[config.mk]
export PLATFORM = sky130hd
export DESIGN_NAME = hazard_unit
export DESIGN_NICKNAME = d
export VERILOG_FILES = /design/src/rtl/mips_pkg.sv /design/src/rtl/sat_counter.sv /design/src/rtl/hazard_unit.sv
export SDC_FILE = /design/constraint.sdc
export NUM_CORES = 1
export LEC_CHECK = 0
export CAP_MARGIN = 20
export CORE_MARGIN = 5
export CORE_UTILIZATION = 51
export CTS_CLUSTER_SIZE = 16
export DETAILED_ROUTE_END_ITERATION = 8
export GPL_ROUTABILITY_DRIVEN = 0
export HOLD_SLACK_MARGIN = 0.06
export PLACE_DENSITY = 0.88
export SLEW_MARGIN = 20
export SYNTH_ARGS = -nofsm -noshare
export SYNTH_HDL_FRONTEND = slang
export SYNTH_HIERARCHICAL = 1
export SYNTH_SLANG_ARGS = --single-unit
[constraint.sdc]
create_clock -name clk -period 5.2 [get_ports clk]
set_input_delay 1.04 -clock clk [delete_from_list [all_inputs] [get_ports clk]]
set_output_delay 1.04 -clock clk [all_outputs]
set_load 0.03 [all_outputs]
[src/rtl/mips_pkg.sv]
// Shared MIPS core definitions: register-index width, opcodes and hazard FSM encoding.
package mips_pkg;

  localparam int unsigned REG_W = 5;

  localparam logic [5:0] OP_RTYPE = 6'h00;
  localparam logic [5:0] OP_LW    = 6'h23;
  localparam logic [5:0] OP_SW    = 6'h2b;
  localparam logic [5:0] OP_BEQ   = 6'h04;

  typedef enum logic [0:0] {
    HZ_RUN   = 1'b0,
    HZ_STALL = 1'b1
  } hz_state_e;

endpackage

[src/rtl/sat_counter.sv]
// Event counter with synchronous clear that sticks at all-ones instead of wrapping.
module sat_counter #(
  parameter int unsigned W = 16
) (
  input  logic         clk,
  input  logic         clear,
  input  logic         en,
  output logic [W-1:0] count
);

  always_ff @(posedge clk) begin
    if (clear) begin
      count <= '0;
    end else if (en && (count != {W{1'b1}})) begin
      count <= count + W'(1);
    end
  end

endmodule

[src/rtl/hazard_unit.sv]
// Load-use stall and taken-branch flush control for the ID stage, with event counters.
module hazard_unit
  import mips_pkg::*;
#(
  parameter int unsigned STALL_CYCLES = 1,
  parameter int unsigned CNT_W        = 16
) (
  input  logic             clk,
  input  logic             reset,
  input  logic [REG_W-1:0] if_id_rs,
  input  logic [REG_W-1:0] if_id_rt,
  input  logic             if_id_uses_rt,
  input  logic             id_ex_memread,
  input  logic [REG_W-1:0] id_ex_rt,
  input  logic             ex_mem_branch_taken,
  output logic             pc_write,
  output logic             if_id_write,
  output logic             hazard_detected,
  output logic             if_id_flush,
  output logic             id_ex_flush,
  output logic             ex_mem_flush,
  output logic [CNT_W-1:0] stall_count,
  output logic [CNT_W-1:0] flush_count
);

  hz_state_e  state_q, state_d;
  logic [1:0] rem_q, rem_d;
  logic       lu;

  // $0 is hardwired to zero, so a load targeting it never creates a dependency.
  assign lu = id_ex_memread && (id_ex_rt != '0) &&
              ((id_ex_rt == if_id_rs) || (if_id_uses_rt && (id_ex_rt == if_id_rt)));

  always_comb begin
    state_d         = state_q;
    rem_d           = rem_q;
    pc_write        = 1'b1;
    if_id_write     = 1'b1;
    hazard_detected = 1'b0;
    if_id_flush     = 1'b0;
    id_ex_flush     = 1'b0;
    ex_mem_flush    = 1'b0;

    if (reset) begin
      pc_write        = 1'b0;
      if_id_write     = 1'b0;
      hazard_detected = 1'b1;
      state_d         = HZ_RUN;
      rem_d           = 2'd0;
    end else if (ex_mem_branch_taken) begin
      // Taken branch overrides any load-use stall: the stalled instructions are squashed.
      if_id_flush  = 1'b1;
      id_ex_flush  = 1'b1;
      ex_mem_flush = 1'b1;
      state_d      = HZ_RUN;
      rem_d        = 2'd0;
    end else begin
      unique case (state_q)
        HZ_RUN: begin
          if (lu) begin
            pc_write        = 1'b0;
            if_id_write     = 1'b0;
            hazard_detected = 1'b1;
            if (STALL_CYCLES > 1) begin
              state_d = HZ_STALL;
              rem_d   = 2'(STALL_CYCLES - 1);
            end
          end
        end
        HZ_STALL: begin
          pc_write        = 1'b0;
          if_id_write     = 1'b0;
          hazard_detected = 1'b1;
          rem_d           = rem_q - 2'd1;
          if (rem_q == 2'd1) begin
            state_d = HZ_RUN;
          end
        end
        default: begin
          state_d = HZ_RUN;
          rem_d   = 2'd0;
        end
      endcase
    end
  end

  always_ff @(posedge clk) begin
    if (reset) begin
      state_q <= HZ_RUN;
      rem_q   <= 2'd0;
    end else begin
      state_q <= state_d;
      rem_q   <= rem_d;
    end
  end

  sat_counter #(
    .W(CNT_W)
  ) u_stall_cnt (
    .clk  (clk),
    .clear(reset),
    .en   (hazard_detected),
    .count(stall_count)
  );

  sat_counter #(
    .W(CNT_W)
  ) u_flush_cnt (
    .clk  (clk),
    .clear(reset),
    .en   (ex_mem_branch_taken),
    .count(flush_count)
  );

endmodule

Word-level counts from Yosys, hierarchy flattened
Index checks and enable logic that the tools add are counted. W data, S select, Z words.

Add/sub/neg operators: 3. Equality and inequality tests: 5. Muxes and demuxes: 11. Bitwise gates (word level): 1. Reduce and logical (&&, ||, !) cells: 9.

Operator list (count): $add A16 B1 Y16 const B (2); $ne A16 B16 Y1 const B (2); $eq A5 B5 Y1 (2); $mux W1 (9); $logic_and A1 B1 Y1 (5); $reduce_bool A5 Y1 (1); $pmux W1 S2 (2); $reduce_or A3 Y1 (1); $eq A2 B1 Y1 const B (1); $reduce_or A2 Y1 (1); $sub A2 B1 Y2 const B (1); $logic_or A1 B1 Y1 (1); $not A1 Y1 (1).

Register bits: 35. Output and inout bits: 38. Word-level logic and storage cells: 33.

Longest topological paths before layout
Gate-level depths: netlist of the first run.

Word-level depth: 9. Depth in mapped cells: 8. Depth with buffers taken out: 8.

Modules after synthesis
Netlist of the first run, hierarchy kept.

Modules (own cells, without submodules): sat_counter (instances 2, cells each 99, area an instance 848.3 µm²); hazard_unit (instances 1, cells each 34, area an instance 295.3 µm²).

Worst setup path before layout of the first run
Ideal clock, no wire load.

Kind: input port to flip-flop. From: in id_ex_rt[3]. To: reg u_stall_cnt.count[9]. Setup time: 0.070 ns. Arrival: 3.693 ns. Required time: 5.130 ns. Path slack: 1.436 ns. Stages on the path: 8. Path through: xor2_1 -> nor4_2 -> a32oi_1 -> o31ai_1 -> nand2_1 -> clkbuf_1 -> or4_1 -> a21oi_1.

Cells in the longest elaborated chain, start to end: 9.

Ends and longest elaborated chain: start, declared (RTL line hazard_unit.sv:14) `input logic [REG_W-1:0] id_ex_rt,`; $eq A5 B5 Y1 (RTL line hazard_unit.sv:32) `((id_ex_rt == if_id_rs) || (if_id_uses_rt && (id_ex_rt == if_id_rt)));`; $logic_and A1 B1 Y1 (RTL line hazard_unit.sv:32); $logic_or A1 B1 Y1 (RTL line hazard_unit.sv:32); $logic_and A1 B1 Y1 (*) (RTL line hazard_unit.sv:31) `assign lu = id_ex_memread && (id_ex_rt != '0) &&`; $mux W1 (*) (RTL line hazard_unit.sv:60) `if (lu) begin`; $pmux W1 S2 (*) (RTL line hazard_unit.sv:58) `unique case (state_q)`; $mux W1 (*) (RTL line hazard_unit.sv:50) `end else if (ex_mem_branch_taken) begin`; $mux W1 (*) (RTL line hazard_unit.sv:44) `if (reset) begin`; net hazard_detected (RTL line hazard_unit.sv:18) `output logic hazard_detected,`; $logic_and A1 B1 Y1 (*) (RTL line sat_counter.sv:14) `end else if (en && (count != {W{1'b1}})) begin`; end signal, assigned (RTL line sat_counter.sv:15) `count <= count + W'(1);`; end, declared (RTL line sat_counter.sv:8) `output logic [W-1:0] count`.

The timed path passes the listed nets; every way through them passes the cells marked *. A chain may end at the register's enable or synchronous reset.

Worst setup path after layout of the first run
From: in id_ex_rt[2]. To: out hazard_detected.

Cells in the longest elaborated chain, start to end: 8.

Ends and longest elaborated chain (RTL line): $eq A5 B5 Y1 (hazard_unit.sv:32); $logic_and A1 B1 Y1 (hazard_unit.sv:32); $logic_or A1 B1 Y1 (hazard_unit.sv:32); $logic_and A1 B1 Y1 (*) (hazard_unit.sv:31); $mux W1 (*) (hazard_unit.sv:60); $pmux W1 S2 (*) (hazard_unit.sv:58); $mux W1 (*) (hazard_unit.sv:50); $mux W1 (*) (hazard_unit.sv:44); end, declared (hazard_unit.sv:18).

Mark *: on every way between the ends. The rest lies on a longest branch, timed or not.

==> results of run 1 <==
[cell type report]
class,count,area (µm²),share of cell area
Clock buffer,8,100,0.0373
Tap cell,48,60.1,0.0224
Inverter,8,30.0,0.0112
Timing Repair Buffer,59,586,0.218
Sequential cell,35,701,0.261
Multi-Input combinational cell,178,1210,0.450
[path summary, 6_finish.rpt]
check                                                     endpoint  slack [ns]  depth (start not counted)                               start
worst max-delay path                               hazard_detected        0.89                          7                         id_ex_rt[2]
worst min-delay path            u_flush_cnt/count[15]$_SDFFE_PP0P_        0.54                          2  u_flush_cnt/count[15]$_SDFFE_PP0P_
worst max register to register  u_stall_cnt/count[11]$_SDFFE_PP0P_        3.14                          5   u_stall_cnt/count[0]$_SDFFE_PP0P_
worst min register to register  u_flush_cnt/count[15]$_SDFFE_PP0P_        0.54                          2  u_flush_cnt/count[15]$_SDFFE_PP0P_
[through the flow]
step	hold WS (ns)	util	setup WS [ns]	total power (W)	instances
after floorplan	0.494	-	1.44	0.000310	232
after global placement	0.513	0.695	0.949	0.000340	328
after detailed placement	0.527	0.695	0.878	0.000342	328
after CTS	0.535	0.722	0.876	0.000555	336
after global routing	0.561	0.722	0.826	0.000575	336
final	0.536	0.722	0.894	0.000551	336
[cells in the final DEF, fill, tap and decap left out, drive strengths merged]
master / Yosys / final
a21oi: 21 / 21
a32oi: 1 / 1
and3: 2 / 2
and4: 6 / 6
buf: 7 / 2
clkbuf: 4 / 8
clkdlybuf4s50: 0 / 57
dfxtp: 35 / 35
ha: 3 / 3
inv: 8 / 8
mux2: 2 / 2
mux2i: 3 / 3
nand2: 14 / 14
nand3: 12 / 12
nand3b: 2 / 2
nand4: 8 / 8
nor2: 14 / 14
nor2b: 4 / 4
nor3: 11 / 11
nor4: 7 / 7
nor4b: 1 / 1
nor4bb: 2 / 2
o21a: 2 / 2
o21ai: 9 / 9
o311ai: 2 / 2
o31a: 1 / 1
o31ai: 13 / 13
o41ai: 2 / 2
or3: 6 / 6
or4: 15 / 15
xnor2: 6 / 6
xor2: 9 / 9
[state kept, by name, indices dropped and copies added, names as in the netlist]
register           cells
rem_q                  2
state_q                1
u_flush_cnt/count     16
u_stall_cnt/count     16
[routing by layer]
metal | vias up | wire, µm | global-route usage
met4 | 0 | 38 | 0.0615
met2 | 54 | 2760 | 0.352
li1 | 997 | - | -
met1 | 966 | 2140 | 0.243
met3 | 4 | 189 | 0.0471
met5 | - | 0 | 0
[kinds of logic (layout without fill, tap and decap cells)]
group | Yosys count | after routing | synth area share
compound gates | 51 | 51 | 0.158
simple gates | 104 | 104 | 0.336
fa+ha+maj | 3 | 3 | 0.0188
xor+xnor | 15 | 15 | 0.0660
flops | 35 | 35 | 0.352
buf+inv | 19 | 75 | 0.0427
mux | 5 | 5 | 0.0264
[worst max-delay path, stage by stage]
cell             delay (ns)
clkdlybuf4s50_1        0.49
xor2_1                 0.21
nor4_2                 0.25
a32oi_1                0.15
o31ai_1                0.25
buf_4                  0.19
clkdlybuf4s50_1        0.68
[power groups by stage]
stage / combinational, W / sequential, W / clock, W
after detailed placement: 0.0000618 / 0.000280 / 0
after global placement: 0.0000605 / 0.000280 / 0
after floorplan: 0.0000259 / 0.000284 / 0
final: 0.0000620 / 0.000274 / 0.000215
after CTS: 0.0000621 / 0.000274 / 0.000219
after global routing: 0.0000663 / 0.000274 / 0.000235
==> impl_metrics.env, run 1 <==
export IMPL_syn_inst=232
export IMPL_dr_pass1_iters=4
export IMPL_synthDominantCellAreaShare=0.352
export IMPL_io_buffers=57
export IMPL_yosys_warnings=6
export IMPL_track_usage=0.201
export IMPL_outcome="complete, no violations"
export IMPL_die_height_um=72.5
export IMPL_synth_async_sr_flop_share=0
export IMPL_hold_viol_final=0
export IMPL_clock_path_buffers=2
export IMPL_die_w_um=72.5
export IMPL_pwr_share_comb=0.113
export IMPL_wire_per_inst_um=15.3
export IMPL_p_sw_frac=0.235
export IMPL_hold_path_class="flip-flop to flip-flop"
export IMPL_viasPerCell=6.01
export IMPL_slew_headroom=0.443
export IMPL_start_util=0.536
export IMPL_slew_violations=0
export IMPL_pin_count=58
export IMPL_synthTopCellsByCount="dfxtp_1 (35), a21oi_1 (21), or4_1 (15), nor2_1 (14), o31ai_1 (13)"
export IMPL_wirelength_mm=5.13
export IMPL_cts_hold_buf=0
export IMPL_finalSetupTns_ns=0
export IMPL_p_sw_w=0.000130
export IMPL_synth_seq_cells=35
export IMPL_placed_area_um2=2580
export IMPL_rsz0062_at_grt="false"
export IMPL_cts_root_buf="clkbuf_8"
export IMPL_worst_path_max_fanout=8
export IMPL_p_leak_nw=0.874
export IMPL_critPathLaunchType="input pin"
export IMPL_numCtsBuffers=5
export IMPL_finalClockSkew_ns=0.00454
export IMPL_max_slew_worst_pin_slew_ns=0.829
export IMPL_synth_cell_types=38
export IMPL_synth_area_top_cells="dfxtp_1 (35%), or4_1 (5.7%), a21oi_1 (5.3%)"
export IMPL_cts_resized=0
export IMPL_cellPowerDensity_nw_per_um2=205
export IMPL_worstPathRequired_ns=4.16
export IMPL_yosys_area_top_type="dfxtp_1"
export IMPL_max_freq_ghz=0.232
export IMPL_p_clk_frac=0.391
export IMPL_grt_pass1_wl_mm=8.45
export IMPL_htree_num_levels=2
export IMPL_drt_iter0_markers=159
export IMPL_synth_edf_count=0
export IMPL_syn_nets=255
export IMPL_drtAntennaViolNets=0
export IMPL_setup_viol=0
export IMPL_grt_pass1_vias=1840
export IMPL_clk_latency_ns=0.29
export IMPL_die_area_um2=5260
export IMPL_grt_ovfl_total=0
export IMPL_num_antenna_cells=0
export IMPL_nets=310
export IMPL_period_minus_slack_ns=4.31
export IMPL_path_clk_slew_ns=0.07
export IMPL_core_um2=3720
export IMPL_synth_area_um2=1990
export IMPL_peakVddDrop_mv=0.177
export IMPL_synth_flop_cell="dfxtp_1"
export IMPL_worstPathArrival_ns=3.27
export IMPL_grt_max_degree=36
export IMPL_yosysMostFrequentCell="dfxtp_1"
export IMPL_vias=2021
export IMPL_syn_area_per_cell_um2=8.59
export IMPL_worstSetupEndpointType="output port"
export IMPL_maxCapViolCount=0
export IMPL_post_cts_setup_buffers=0
export IMPL_clkSinkCount=35
export IMPL_antenna_found_initial=0
export IMPL_seq_power_share=0.497
export IMPL_num_rows=22
export IMPL_cell_internal_pwr_w=0.000421
export IMPL_nFillCells=287
export IMPL_seq_area_frac_synth=0.352
export IMPL_crit_type="input pin to output port"
export IMPL_drc=0
export IMPL_layout_drive_gt1_share=0.0625
export IMPL_finalInstanceArea_um2=2680
export IMPL_cts_tree="yes"
export IMPL_place_hpwl_mm=3.70
export IMPL_period_share=0.828
export IMPL_area_growth_pct=34.7
No activity file was read; power rests on OpenSTA's default activity.
==> run 2: changes to the inputs <==
CORE_UTILIZATION = 47   (was 51)
PLACE_DENSITY = 0.82   (was 0.88)
clock period = 4.2 ns   (was 5.2 ns; I/O delays follow)
==> impl_metrics.env, run 2 (synthesis results as in run 1) <==
export IMPL_vias=2008
export IMPL_cts_hold_buf=0
export IMPL_period_share=0.890
export IMPL_finalClockSkew_ns=0.00754
export IMPL_cpMostUsedCell="clkdlybuf4s50_1"
export IMPL_antenna_found_initial=0
export IMPL_reg_top3="u_flush_cnt/count: 16 flops, u_stall_cnt/count: 16 flops, rem_q: 2 flops"
export IMPL_worstSetupEndpointType="output port"
export IMPL_layout_drive_gt1_share=0.0759
export IMPL_area_growth_pct=36.3
export IMPL_finalNonFillerCells=340
export IMPL_die_height_um=75.1
export IMPL_reg2reg_slack_ns=2.15
export IMPL_p_leak_nw=0.894
export IMPL_period_minus_slack_ns=3.74
export IMPL_hold_viol_final=0
export IMPL_clk_latency_ns=0.28
export IMPL_rsz0062_at_grt="false"
export IMPL_drc=0
export IMPL_slew_headroom=0.430
export IMPL_path_clk_slew_ns=0.07
export IMPL_die_area_um2=5640
export IMPL_max_freq_ghz=0.268
export IMPL_worst_path_max_fanout=3
export IMPL_wirelength_mm=4.99
export IMPL_cp_slowest_cell="clkdlybuf4s50_1"
export IMPL_track_usage=0.184
export IMPL_num_antenna_cells=0
export IMPL_finalSetupTns_ns=0
export IMPL_cts_tree="yes"
export IMPL_peakVddDrop_mv=0.192
export IMPL_drt_iter0_markers=110
export IMPL_dr_pass1_iters=4
export IMPL_worstPathCellList="clkdlybuf4s50_1 > or4_1 > o21ai_1 > o31a_1 > clkdlybuf4s50_1"
export IMPL_mostFrequentLayoutCell="clkdlybuf4s50_1"
export IMPL_grt_max_degree=22
export IMPL_nFillCells=338
export IMPL_cellPowerDensity_nw_per_um2=269
export IMPL_drtAntennaViolNets=0
export IMPL_crit_end="if_id_write"
export IMPL_htree_num_levels=2
export IMPL_nets=312
export IMPL_clkSinkCount=35
export IMPL_grt_ovfl_total=0
export IMPL_final_cell_mix="clkdlybuf4s50_1 (56), dfxtp_1 (35), a21oi_1 (21)"
export IMPL_cts_root_buf="clkbuf_8"
export IMPL_crit_type="input pin to output port"
export IMPL_core_um2=4060
export IMPL_clock_path_buffers=2
export IMPL_pin_count=58
export IMPL_grt_pass1_vias=1904
export IMPL_dp_cells=332
export IMPL_slew_violations=0
export IMPL_critPathMaxStageDelay_ns=0.68
export IMPL_hold_path_class="flip-flop to flip-flop"
export IMPL_min_delay_start="rem_q[1]$_SDFFE_PP0P_"
export IMPL_post_cts_setup_buffers=0
export IMPL_setup_viol=0
export IMPL_worstPathRequired_ns=3.36
export IMPL_r2r_end="u_stall_cnt/count[11]$_SDFFE_PP0P_"
export IMPL_viasPerCell=5.91
export IMPL_place_hpwl_mm=3.57
export IMPL_startpoint="id_ex_rt[1]"
export IMPL_critPathLaunchType="input pin"
export IMPL_io_buffers=57
export IMPL_outcome="complete, no violations"
export IMPL_cts_resized=0
export IMPL_grt_pass1_wl_mm=8.21
export IMPL_max_slew_worst_pin_slew_ns=0.849
export IMPL_start_util=0.491
export IMPL_timing_rr_start="u_stall_cnt/count[0]$_SDFFE_PP0P_"
export IMPL_numCtsBuffers=5
export IMPL_die_w_um=75.1
export IMPL_wire_per_inst_um=14.7
export IMPL_maxCapViolCount=0
export IMPL_num_rows=23
export IMPL_worstPathArrival_ns=2.90
export IMPL_worstRegToRegCells=5
[run 2: cell count changes in the layout (fill, tap and decap cells not counted)]
| cell | before | now |
|---|---|---|
| buf_4 | 2 | 5 |
| bufinv_16 | 0 | 1 |
| clkbuf_1 | 1 | 0 |
| clkbuf_8 | 7 | 6 |
| clkdlybuf4s50_1 | 57 | 56 |
| clkinv_2 | 0 | 1 |
[run 2: worst min path at each step]
stage | end | slack, ns | cells past startpoint
2_1_floorplan | rem_q[1]$_SDFFE_PP0P_ | 0.49 | 2
3_3_place_gp | u_flush_cnt/count[9]$_SDFFE_PP0P_ | 0.52 | 2
3_5_place_dp | rem_q[1]$_SDFFE_PP0P_ | 0.52 | 2
4_1_cts | rem_q[1]$_SDFFE_PP0P_ | 0.53 | 2
5_1_grt | state_q$_SDFF_PP0_ | 0.56 | 1
6_report | rem_q[1]$_SDFFE_PP0P_ | 0.54 | 2
[run 2: critical path, delay by kind of cell]
| family | cells | cell delay [ns] |
|---|---|---|
| AND/OR/NAND/NOR | 1 | 0.55 |
| buffers and inverters | 2 | 1.14 |
| AO/OA/AOI/OAI | 2 | 0.36 |
[run 2: per-layer routing]
layer | GRT usage | wire length [µm] | vias up
met5 | 0 | 0 | -
met4 | 0.0573 | 50 | 0
met3 | 0.0387 | 201 | 6
met2 | 0.314 | 2550 | 50
met1 | 0.230 | 2190 | 956
li1 | - | - | 996
[run 2: area by class of cell]
| cell class | count | area [µm²] | share of cell area |
|---|---|---|---|
| repair buffers | 61 | 598 | 0.220 |
| clock buffers | 6 | 82.6 | 0.0304 |
| clock inverters | 2 | 35.0 | 0.0129 |
| inverters | 8 | 30.0 | 0.0111 |
| well taps | 50 | 62.6 | 0.0230 |
| flip-flops and latches | 35 | 701 | 0.258 |
| multi-input cells | 178 | 1210 | 0.444 |
[run 2: through the flow]
stage,cell area (µm²),total power (W),setup WS [ns],hold WS [ns],util
floorplan,1990,0.000384,0.636,0.494,-
global placement,2600,0.000422,0.505,0.516,0.640
detailed placement,2600,0.000424,0.471,0.521,0.640
CTS,2720,0.000738,0.458,0.531,0.669
global route,2720,0.000758,0.392,0.565,0.669
finish,2720,0.000729,0.464,0.536,0.669
[run 2: power by group]
group	switching, W	leakage (nW)	internal (W)	total [W]
combinational	0.0000399	0.550	0.0000379	0.0000779
clock	0.000120	0.0612	0.000192	0.000312
sequential	0.00000410	0.283	0.000335	0.000339
